[config.mk]
export PLATFORM = sky130hd
export DESIGN_NAME = dmem_access_ctrl
export DESIGN_NICKNAME = d
export VERILOG_FILES = /design/src/rtl/dmem_pkg.sv /design/src/rtl/lsu_load_align.sv /design/src/rtl/dmem_access_ctrl.sv
export SDC_FILE = /design/constraint.sdc
export NUM_CORES = 1
export LEC_CHECK = 0
export CAP_MARGIN = 0
export CELL_PAD_IN_SITES_DETAIL_PLACEMENT = 1
export CELL_PAD_IN_SITES_GLOBAL_PLACEMENT = 1
export CORE_ASPECT_RATIO = 1.4
export CORE_MARGIN = 1
export CORE_UTILIZATION = 27
export CTS_CLUSTER_SIZE = 24
export DETAILED_ROUTE_END_ITERATION = 10
export GPL_ROUTABILITY_DRIVEN = 0
export PLACE_DENSITY_LB_ADDON = 0.08
export REMOVE_ABC_BUFFERS = 1
export SYNTH_ARGS = -nofsm -noshare
export SYNTH_HDL_FRONTEND = slang
export SYNTH_HIERARCHICAL = 1
export SYNTH_SLANG_ARGS = --single-unit
[constraint.sdc]
create_clock -name clk -period 1.53 [get_ports clk]
set_clock_uncertainty 0.1 [all_clocks]
set_input_delay 0.306 -clock clk [delete_from_list [all_inputs] [get_ports clk]]
set_output_delay 0.306 -clock clk [all_outputs]
set_load 0.005 [all_outputs]
[src/rtl/dmem_pkg.sv]
`default_nettype none
// ============================================================================
// Module   : dmem_pkg
// Purpose  : Shared funct3 size codes, access FSM states and size decoding
//            for the MEM-stage data-memory access controller.
// Revision : 1.0 - initial release
// ============================================================================
package dmem_pkg;

    localparam logic [2:0] F3_B  = 3'b000;
    localparam logic [2:0] F3_H  = 3'b001;
    localparam logic [2:0] F3_W  = 3'b010;
    localparam logic [2:0] F3_BU = 3'b100;
    localparam logic [2:0] F3_HU = 3'b101;

    typedef enum logic [1:0] {
        IDLE = 2'd0,
        REQ  = 2'd1,
        WAIT = 2'd2,
        DONE = 2'd3
    } state_t;

    typedef enum logic [1:0] {
        SZ_B = 2'd0,
        SZ_H = 2'd1,
        SZ_W = 2'd2
    } size_t;

    // Unlisted funct3 encodings fall back to a full-word access.
    function automatic size_t f3_size(input logic [2:0] f3);
        size_t sz;
        case (f3)
            F3_B, F3_BU: sz = SZ_B;
            F3_H, F3_HU: sz = SZ_H;
            default:     sz = SZ_W;
        endcase
        return sz;
    endfunction

endpackage
`default_nettype wire

[src/rtl/lsu_load_align.sv]
`default_nettype none
// ============================================================================
// Module   : lsu_load_align
// Purpose  : Selects the addressed byte/half of a read word and sign- or
//            zero-extends it according to funct3.
// Revision : 1.0 - initial release
// ============================================================================
module lsu_load_align
    import dmem_pkg::*;
#(
    parameter int XLEN = 32
) (
    input  logic [XLEN-1:0] i_rdata,
    input  logic [1:0]      i_addr_lo,
    input  logic [2:0]      i_funct3,
    output logic [XLEN-1:0] o_load_val
);

    logic [7:0]  w_byte;
    logic [15:0] w_half;

    always_comb begin
        w_byte = i_rdata[7:0];
        case (i_addr_lo)
            2'd0:    w_byte = i_rdata[7:0];
            2'd1:    w_byte = i_rdata[15:8];
            2'd2:    w_byte = i_rdata[23:16];
            default: w_byte = i_rdata[31:24];
        endcase
        w_half = i_addr_lo[1] ? i_rdata[31:16] : i_rdata[15:0];
    end

    always_comb begin
        o_load_val = i_rdata;
        case (i_funct3)
            F3_B:    o_load_val = {{(XLEN-8){w_byte[7]}}, w_byte};
            F3_BU:   o_load_val = {{(XLEN-8){1'b0}}, w_byte};
            F3_H:    o_load_val = {{(XLEN-16){w_half[15]}}, w_half};
            F3_HU:   o_load_val = {{(XLEN-16){1'b0}}, w_half};
            default: o_load_val = i_rdata;
        endcase
    end

endmodule
`default_nettype wire

[src/rtl/dmem_access_ctrl.sv]
`default_nettype none
// ============================================================================
// Module   : dmem_access_ctrl
// Purpose  : MEM-stage load/store controller: one valid/ready request per
//            instruction, lane steering, load extension, MemStall generation.
//            Optional MISALIGN_TRAP_EN: misaligned ops complete without a request.
// Revision : 1.0 - initial release
// ============================================================================
module dmem_access_ctrl
    import dmem_pkg::*;
#(
    parameter int ADDR_W = 32,
    parameter int XLEN   = 32
) (
    input  logic              clk,
    input  logic              reset,
    input  logic              MemRead,
    input  logic              MemWrite,
    input  logic [2:0]        funct3,
    input  logic [ADDR_W-1:0] addr,
    input  logic [XLEN-1:0]   wdata,
    output logic              req_valid,
    input  logic              req_ready,
    output logic              req_we,
    output logic [ADDR_W-1:0] req_addr,
    output logic [XLEN-1:0]   req_wdata,
    output logic [3:0]        req_wstrb,
    input  logic              rsp_valid,
    input  logic [XLEN-1:0]   rsp_rdata,
    output logic              MemStall,
    output logic [XLEN-1:0]   load_data,
    output logic              misalign
);

    state_t            r_state;
    state_t            w_next;
    logic              w_op;
    logic              w_issue;
    logic              w_trap;
    logic              w_misaligned;
    size_t             w_size;
    logic [3:0]        w_wstrb;
    logic [XLEN-1:0]   w_wdata;
    logic [XLEN-1:0]   w_load_ext;
    logic              r_req_we;
    logic [ADDR_W-1:0] r_req_addr;
    logic [XLEN-1:0]   r_req_wdata;
    logic [3:0]        r_req_wstrb;
    logic [2:0]        r_funct3;
    logic [1:0]        r_addr_lo;
    logic [XLEN-1:0]   r_load_data;

    assign w_op   = MemRead | MemWrite;
    assign w_size = f3_size(funct3);

`ifdef MISALIGN_TRAP_EN
    logic r_misalign;

    always_comb begin
        w_misaligned = 1'b0;
        case (w_size)
            SZ_H:    w_misaligned = addr[0];
            SZ_W:    w_misaligned = |addr[1:0];
            default: w_misaligned = 1'b0;
        endcase
    end

    // Raised only for the DONE cycle that ends a trapped op.
    always_ff @(posedge clk) begin
        if (reset) r_misalign <= 1'b0;
        else       r_misalign <= w_trap;
    end

    assign misalign = r_misalign;
`else
    assign w_misaligned = 1'b0;
    assign misalign     = 1'b0;
`endif

    // Lane steering; halves use addr[1] only and words ignore addr[1:0].
    always_comb begin
        w_wstrb = 4'b1111;
        w_wdata = wdata;
        case (w_size)
            SZ_B: begin
                w_wstrb = 4'b0001 << addr[1:0];
                w_wdata = {4{wdata[7:0]}};
            end
            SZ_H: begin
                w_wstrb = addr[1] ? 4'b1100 : 4'b0011;
                w_wdata = {2{wdata[15:0]}};
            end
            default: ;
        endcase
        if (!MemWrite) w_wstrb = 4'b0000;
    end

    always_ff @(posedge clk) begin
        if (reset) r_state <= IDLE;
        else       r_state <= w_next;
    end

    always_comb begin
        w_next  = r_state;
        w_issue = 1'b0;
        w_trap  = 1'b0;
        case (r_state)
            IDLE: begin
                if (w_op) begin
                    if (w_misaligned) begin
                        w_next = DONE;
                        w_trap = 1'b1;
                    end else begin
                        w_next  = REQ;
                        w_issue = 1'b1;
                    end
                end
            end
            REQ:     if (req_ready) w_next = r_req_we ? DONE : WAIT;
            WAIT:    if (rsp_valid) w_next = DONE;
            DONE:    w_next = IDLE;
            default: w_next = IDLE;
        endcase
    end

    // DONE deasserts MemStall so the pipeline moves on exactly once.
    assign MemStall  = ((r_state == IDLE) && w_op) || (r_state == REQ) || (r_state == WAIT);
    assign req_valid = (r_state == REQ);

    lsu_load_align #(
        .XLEN (XLEN)
    ) u_load_align (
        .i_rdata    (rsp_rdata),
        .i_addr_lo  (r_addr_lo),
        .i_funct3   (r_funct3),
        .o_load_val (w_load_ext)
    );

    always_ff @(posedge clk) begin
        if (reset) begin
            r_req_we    <= 1'b0;
            r_req_addr  <= '0;
            r_req_wdata <= '0;
            r_req_wstrb <= 4'b0000;
            r_funct3    <= 3'b000;
            r_addr_lo   <= 2'b00;
            r_load_data <= '0;
        end else begin
            if (w_issue) begin
                r_req_we    <= MemWrite;
                r_req_addr  <= {addr[ADDR_W-1:2], 2'b00};
                r_req_wdata <= w_wdata;
                r_req_wstrb <= w_wstrb;
                r_funct3    <= funct3;
                r_addr_lo   <= addr[1:0];
            end
            if ((r_state == WAIT) && rsp_valid) r_load_data <= w_load_ext;
            if (w_trap)                         r_load_data <= '0;
        end
    end

    assign req_we    = r_req_we;
    assign req_addr  = r_req_addr;
    assign req_wdata = r_req_wdata;
    assign req_wstrb = r_req_wstrb;
    assign load_data = r_load_data;

endmodule
`default_nettype wire

# --- Word-level counts from Yosys, hierarchy flattened ---
# Index checks and enable logic that the tools add are counted.
op_classes:
  shift: 1
  n_reduce_logical: 12
  n_mux: 15
  n_eq_ne: 15
  n_bitwise: 1
ops:
  columns: ["cell", "n"]
  rows:
  - ["32-bit one-hot mux with 4 select lines", 1]
  - ["32-bit one-hot mux with 2 select lines", 1]
  - ["8-bit one-hot mux with 3 select lines", 1]
  - ["16-bit 2-to-1 mux", 1]
  - ["3-bit == test (second input constant)", 4]
  - ["4-bit 2-to-1 mux", 2]
  - ["2-bit one-hot mux with 4 select lines", 1]
  - ["4-bit one-hot mux with 2 select lines", 1]
  - ["2-bit by 1-bit == test with 1-bit output (second input constant)", 3]
  - ["2-bit == test (second input constant)", 3]
  - ["3-bit by 1-bit == test with 1-bit output (second input constant)", 2]
  - ["2-bit logical NOT", 3]
  - ["3-bit logical NOT", 2]
  - ["2-bit 2-to-1 mux", 3]
  - ["2-bit != test (second input constant)", 2]
  - ["2-bit one-hot mux with 2 select lines", 1]
  - ["2-bit OR reduction", 2]
  - ["1-bit by 2-bit left shift with 4-bit output (first input constant)", 1]
  - ["1-bit 2-to-1 mux", 3]
  - ["3-bit AND reduction", 1]
  - ["1-bit logical AND", 2]
  - ["1-bit logical OR", 2]
  - ["2-bit by 1-bit != test with 1-bit output (second input constant)", 1]
  - ["1-bit OR", 1]
totals:
  ff_bits: 106
  output_inout_bits: 104
  wordCells: 52
  inputBits: 105

# --- Logic depth before layout (Yosys ltp) ---
# Gate-level depths: netlist of the first run.
logic_depth:
  ltp_word: 6
  mapped_depth: 7
  ltp_nobuf: 6

# --- By module ---
# The synthesis of the first run kept the hierarchy.
by_module_without_submodules:
  columns: ["module", "area_per_inst_um2", "seq_area_each_um2", "n_inst", "cells_per_inst"]
  rows:
  - ["dmem_access_ctrl", 4052.6, 2122.0, 1, 496]
  - ["lsu_load_align", 969.7, 0.0, 1, 133]

# --- Least setup slack after synthesis of the first run ---
# Ideal clock, no wire load.
synth_timing:
  path_kind: "register -> output"
  from: "register r_state[0]"
  to: "output MemStall"
  setup_slack_ns: -0.170
  t_required_ns: 1.124
  arrival_ns: 1.294
  path_buffers: 1
  stages_incl_launch_ff: 6
  path_cell_list: "dfxtp_1 > inv_1 > ha_1 > nor2b_4 > buf_6 > or3_1"
synth_via:
  elab_chain_cells: 4
  elab_cells_between_ends: 6
  cone_classes: "eq/ne (2); reduce/logical (4)"
synth_rtl:
  columns: ["item", "line", "text"]
  rows:
  - ["from (decl)", "dmem_access_ctrl.sv:35", "state_t r_state;"]
  - ["from (signal assigned)", "dmem_access_ctrl.sv:100", "else r_state <= w_next;"]
  - ["2-bit logical NOT", "dmem_access_ctrl.sv:127", "assign MemStall = ((r_state == IDLE) && w_op) || (r_state == REQ) || (r_state == WAIT);"]
  - ["1-bit logical AND", "dmem_access_ctrl.sv:127", null]
  - ["1-bit logical OR", "dmem_access_ctrl.sv:127", null]
  - ["1-bit logical OR (*)", "dmem_access_ctrl.sv:127", null]
  - ["to (decl)", "dmem_access_ctrl.sv:30", "output logic MemStall,"]
# Mark *: on every way between the ends. The rest lies on a longest branch, timed or not.

# --- Worst setup path after layout of the first run ---
# Same ends and word-level chain as after synthesis.

==> results of run 1 <==
## synthesized netlist by cell type (2+ instances only)
cell type | number | area (µm²)
nand2_1 | 163 | 612
dfxtp_1 | 106 | 2120
a21oi_1 | 104 | 521
nor2_1 | 58 | 218
a211oi_1 | 25 | 188
clkbuf_1 | 18 | 67.6
o22ai_1 | 16 | 100
buf_2 | 15 | 75.1
o21ai_0 | 14 | 70.1
inv_1 | 12 | 45.0
nor2b_1 | 12 | 75.1
buf_6 | 11 | 124
mux2i_1 | 11 | 110
a22oi_1 | 8 | 60.1
buf_4 | 8 | 60.1
a311oi_1 | 7 | 61.3
mux4_1 | 7 | 184
ha_1 | 4 | 50.1
o221ai_2 | 4 | 60.1
o221ai_1 | 3 | 26.3
a221oi_1 | 2 | 17.5
and2_1 | 2 | 12.5
buf_1 | 2 | 7.51
mux2_4 | 2 | 30.0
## routing by layer
| metal | share of wire, % | GRT usage [%] |
|---|---|---|
| met1 | 38 | 23.2 |
| met2 | 54 | 40.2 |
| met3 | 5.9 | 5.01 |
| met4 | 2.5 | 9.09 |
| met5 | 0 | 0 |
## per-stage QoR
stage / hold slack [ns] / std cells / TNS [ns] / util, %
after floorplan: 0.275 / 577 / -46.61 / -
after global placement: 0.342 / 1096 / -50.70 / 43.0
after detailed placement: 0.346 / 1096 / -55.76 / 43.0
after CTS: 0.269 / 1129 / -3.72 / 47.0
after global routing: 0.330 / 1141 / -13.02 / 52.4
final: 0.302 / 1141 / -8.24 / 52.4
## registers in the layout, indices dropped and copies added (netlist names)
signal,flops
req_addr,30
r_state,2
req_we,1
req_wstrb,4
r_funct3,3
req_wdata,32
r_addr_lo,2
load_data,32
## power groups by stage
stage	Combinational (µW)	Sequential [µW]	Clock, µW
floorplan	2210	3800	0
global placement	5240	3720	0
detailed placement	5390	3760	0
CTS	6340	3750	2380
global route	8580	3930	2470
finish	8050	3860	2300
## worst max path at each step
stage | endpoint | slack, ns | from | depth (start not counted)
6_report | MemStall | -0.36 | r_state[0]$_SDFFE_PP0P_ | 5
3_3_place_gp | MemStall | -0.64 | MemWrite | 5
4_1_cts | MemStall | -0.37 | r_state[1]$_SDFFE_PP0P_ | 4
5_1_grt | MemStall | -0.39 | r_state[0]$_SDFFE_PP0P_ | 5
3_5_place_dp | req_wdata[25]$_SDFFE_PP0P_ | -0.69 | MemRead | 6
2_1_floorplan | MemStall | -0.70 | r_state[0]$_SDFFE_PP0P_ | 4
## critical path, stage by stage (launching register included)
cell	delay (ns)
dfxtp_2	0.36
inv_4	0.06
ha_4	0.16
nor2b_4	0.12
or3_1	0.29
buf_2	0.13
## kinds of logic after synthesis
group	after synthesis	share of synthesized area (%)
simple gates	241	19.1
compound gates	189	23.4
flops	106	42.3
buf+inv	68	7.70
mux	20	6.45
fa+ha+maj	4	0.997
other cells	1	0.0747
## cell type report
cell class	count	area (µm²)
sequential	106	2180
multi-input combinational	457	3420
fill	2041	8600
tap	240	300
clock buffer	9	225
inverter	14	55.1
timing repair buffer	308	3220
clock inverter	7	60.1
## what timing repair did
item,4_1_cts,5_1_grt
hold buffers,0,0
resized for setup,217,201
pin swaps,22,114
setup endpoints to repair,206,99
buffers inserted,11,10
gates cloned,7,7
==> impl_metrics.toml, run 1 <==
[outcome]
status = "finished, violations left"
violations = "negative setup slack"

[worst_setup_path]
critical_path.max_fanout = 4
critPathLaunchType = "flip-flop"
worstReg2RegStart = "r_state[0]$_SDFFE_PP0P_"
cp-end-kind = "primary output"
cp.arrival_ns = 1.48
criticalPathCategory = "flip-flop to primary output"
r2r_cells = 6
r2r_slack_ns = -0.22
r2r_end = "r_state[0]$_SDFFE_PP0P_"
cp_data_required_time_ns = 1.12

[global_routing]
grtUsageTotal_pct = 21.8
grt_start_max_net_pins = 65
grt_pass1_vias = 6048
antenna_found_initial = 0
overflow = 0
grt_pass1_wl_um = 31700

[cells_and_area]
final_common_cell = "nand2_1"
synthToLayoutAreaGrowth_pct = 88.5
diodes = 0
finalInstanceArea_um2 = 9470
final_cell_mix = "nand2_1, dlygate4sd2_1, clkdlybuf4s50_1"
layout-drive-gt1-share_pct = 38.4
layout.nets = 1005

[routing]
antenna_left = 0
dr.pass1.iters = 4
drt_iter0_drc = 238
drcViolationCount = 0
vias = 5695
routed_wl_um = 22400
via_per_inst = 4.99
wire_per_inst_um = 19.6

[hold_path]
min_from = "reset"
min_path_cells = 3
min_to = "req_addr[7]$_SDFFE_PP0P_"
hp-class = "primary input to flip-flop"

[yosys]
syn_area_um2 = 5020
ys_types = 39
async_flop_share_pct = 0
ys_warn_count = 6
yosysSeqAreaShare_pct = 42.3
synth_edf_count = 0
syn_inst = 629
synthFlopType = "dfxtp_1"
ys_seq_elements = 106
postSynthAreaPerCell_um2 = 7.98

[sta]
fin_crit_ns = 1.89
fmax_mhz = 530
setup_violations = 94
hold_viol_final = 0
slew_violations = 0
finalWorstSetupSlack_ns = -0.356
rsz0062_at_grt = "yes"
fin_crit_sh_pct = 123

[clock_network]
clockBufferDepth = 2
htreeDepth = 3
cts_tree = "built"
ctsRootBufferMaster = "clkbuf_16"
clkTransAtPathRegs_ns = 0.08
cts_buffers = 9
clk_latency_ns = 0.36
cts_sinks = 106

[placement]
io_buffer_count = 205
dpl.hpwl_um = 13700
dpl_worst_slack_ns = -0.687
place_area_um2 = 7760

[power]
switching_share_pct = 38.9
p_int_uw = 8670
comb_power_share_pct = 56.7
p_sw_uw = 5530
power_frac_seq_pct = 27.2
ir_worst_vdd_v = 0.000712
p_leak_uw = 0.00403
powerDensity_nw_per_um2 = 1500
total_power_uw = 14200
clkPwrFrac_pct = 16.2

[floorplanning]
dieHeight_um = 163
start_util_pct = 27.8
die-area_um2 = 19200
ioPinCount = 209
coreArea_um2 = 18100
die_w_um = 117
rows = 58

[run]
maxCapViolCount = 0
Power figures use the tool's default switching activity.
==> run 2: changes to the inputs <==
Settings changed: ABC_AREA set to 1, CORE_UTILIZATION 27 to 26.
==> run 2 against run 1 <==
  * The flow still finishes with violations (negative setup slack)
  * Total power down 2.6%
  * Worst hold slack improved by 0.071 ns
  * Cell count increased by 8.9%
  * Utilization decreased by 8.3 points
  * Count of clock-buffer cells in the layout unchanged
==> impl_metrics.toml, run 2 <==
[yosys]
yosysSeqAreaShare_pct = 42.0
ys_seq_elements = 106
synth_edf_count = 0
async_flop_share_pct = 0
synthFlopType = "dfxtp_1"
synth_top_family_by_area = "simple AND/OR/NAND/NOR gates"
synth_xor_area_share_pct = 0
synth_common_cells = "nor2_1, nand2_1, o21ai_0"
muxShareOfSynthArea_pct = 0
syn_area_um2 = 5050
synth_adder_area_share_pct = 0.991
yosysMostFrequentCell = "nor2_1"
postSynthAreaPerCell_um2 = 6.71
synth_compound_area_share_pct = 17.0
yosys-top-cells-area = "dfxtp_1, nor2_1, o21ai_0"
synthSimpleGateAreaFrac_pct = 31.2
synth_top_area_share_pct = 42.0
ys_types = 25
synth_top_area_cell = "dfxtp_1"
ys_warn_count = 6
syn_inst = 753

[power]
p_leak_uw = 0.00398
total_power_uw = 13800
ir_worst_vdd_v = 0.000630
powerDensity_nw_per_um2 = 1640

[worst_setup_path]
criticalPathCategory = "flip-flop to primary output"
cp.arrival_ns = 1.25
critical_path.max_fanout = 2
cp_data_required_time_ns = 1.12
critPathLaunchType = "flip-flop"
cp-end-kind = "primary output"

[floorplanning]
die-area_um2 = 20000
rows = 60
coreArea_um2 = 19100
die_w_um = 120
dieHeight_um = 167
start_util_pct = 26.4
ioPinCount = 209

[cells_and_area]
synthToLayoutAreaGrowth_pct = 67.1
layout.nets = 1099
final_common_cell = "nor2_1"
final_cell_mix = "nor2_1, nand2_1, clkdlybuf4s50_1"
layout-drive-gt1-share_pct = 19.6
final_core_util_pct = 44.1
fin_cells = 1243
diodes = 0

[routing]
drt_iter0_drc = 189
dr.pass1.iters = 4
routed_wl_um = 20200
vias = 5804
antenna_left = 0
drcViolationCount = 0
via_per_inst = 4.67
wire_per_inst_um = 16.3

[sta]
finalWorstSetupSlack_ns = -0.128
hold_viol_final = 0
fin_crit_sh_pct = 108
rsz0062_at_grt = "yes"
fmax_mhz = 603
timing.hold.ws_ns = 0.373
setup_violations = 49
fin_crit_ns = 1.66
slew_violations = 0

[hold_path]
hp-class = "flip-flop to flip-flop"

[clock_network]
cts_sinks = 106
cts_tree = "built"
clockBufferDepth = 2
clkTransAtPathRegs_ns = 0.08
ctsRootBufferMaster = "clkbuf_16"
clk_latency_ns = 0.35
hold_buffers = 0
htreeDepth = 3
cts_buffers = 9

[global_routing]
grt_pass1_vias = 6251
antenna_found_initial = 0
grtUsageTotal_pct = 20.4
grt_start_max_net_pins = 48
grt_pass1_wl_um = 32000
overflow = 0

[placement]
dpl.cell_count = 1210
dpl_worst_slack_ns = -0.402
io_buffer_count = 205
dpl.hpwl_um = 14100

[run]
maxCapViolCount = 0

[outcome]
violations = "negative setup slack"
status = "finished, violations left"
## run 2: final cells by class
| cell class | instances | area (µm²) |
|---|---|---|
| clock buffer | 9 | 225 |
| clock inverter | 7 | 76.3 |
| fill | 2394 | 10700 |
| inverter | 38 | 150 |
| multi-input combinational | 566 | 2830 |
| sequential | 106 | 2170 |
| tap | 248 | 310 |
| timing repair buffer | 269 | 2680 |
## run 2: final timing paths
kind	from	end	slack (ns)	depth (start not counted)
setup / recovery	r_state[1]$_SDFFE_PP0P_	MemStall	-0.13	6
hold / removal	load_data[29]$_SDFFE_PP0P_	load_data[29]$_SDFFE_PP0P_	0.37	2
setup reg to reg	r_state[1]$_SDFFE_PP0P_	req_addr[7]$_SDFFE_PP0P_	-0.09	10
hold reg to reg	load_data[29]$_SDFFE_PP0P_	load_data[29]$_SDFFE_PP0P_	0.37	2
## run 2: cells by family after synthesis
| family | count (synthesis) |
|---|---|
| DFF | 106 |
| adders and majority gates | 4 |
| and+or+nand+nor | 386 |
| AOI/OAI and AO/OA | 169 |
| other | 1 |
| buffers and inverters | 87 |
## run 2: per-stage QoR
| stage | instance area [µm²] | TNS (ns) |
|---|---|---|
| after detailed placement | 7650 | -29.92 |
| final | 8440 | -2.92 |
| after global routing | 8440 | -8.43 |
| after global placement | 7650 | -27.25 |
| after CTS | 8170 | -2.97 |
| after floorplan | 4760 | -36.85 |
## run 2: worst max-delay path: stages, from the launching register on
cell and delay, ns:
dfxtp_2 0.34, inv_2 0.05, buf_6 0.11, ha_4 0.16, o21ai_4 0.05, nand2_1 0.06
buf_2 0.12
## run 2: report_power, final
group / leakage, µW / total (µW) / internal (µW) / switching (µW)
combinational: 0.00295 / 7230 / 3400 / 3830
clock: 0.000148 / 2450 / 1290 / 1160
sequential: 0.000888 / 4150 / 3670 / 482
## run 2: repair_timing
action                     4_1_cts  5_1_grt
gates cloned                     8        1
resized for setup              182      104
pin swaps                        9       30
setup endpoints to repair      206      108
setup buffers                    7        1
## run 2: layer usage
| layer | global-route usage (%) | vias to the layer above | wire, µm |
|---|---|---|---|
| met5 | 0 | - | 0 |
| met3 | 5.27 | 31 | 1150 |
| met4 | 7.45 | 0 | 529 |
| li1 | - | 2899 | - |
| met2 | 39.4 | 141 | 11000 |
| met1 | 20.5 | 2733 | 7550 |
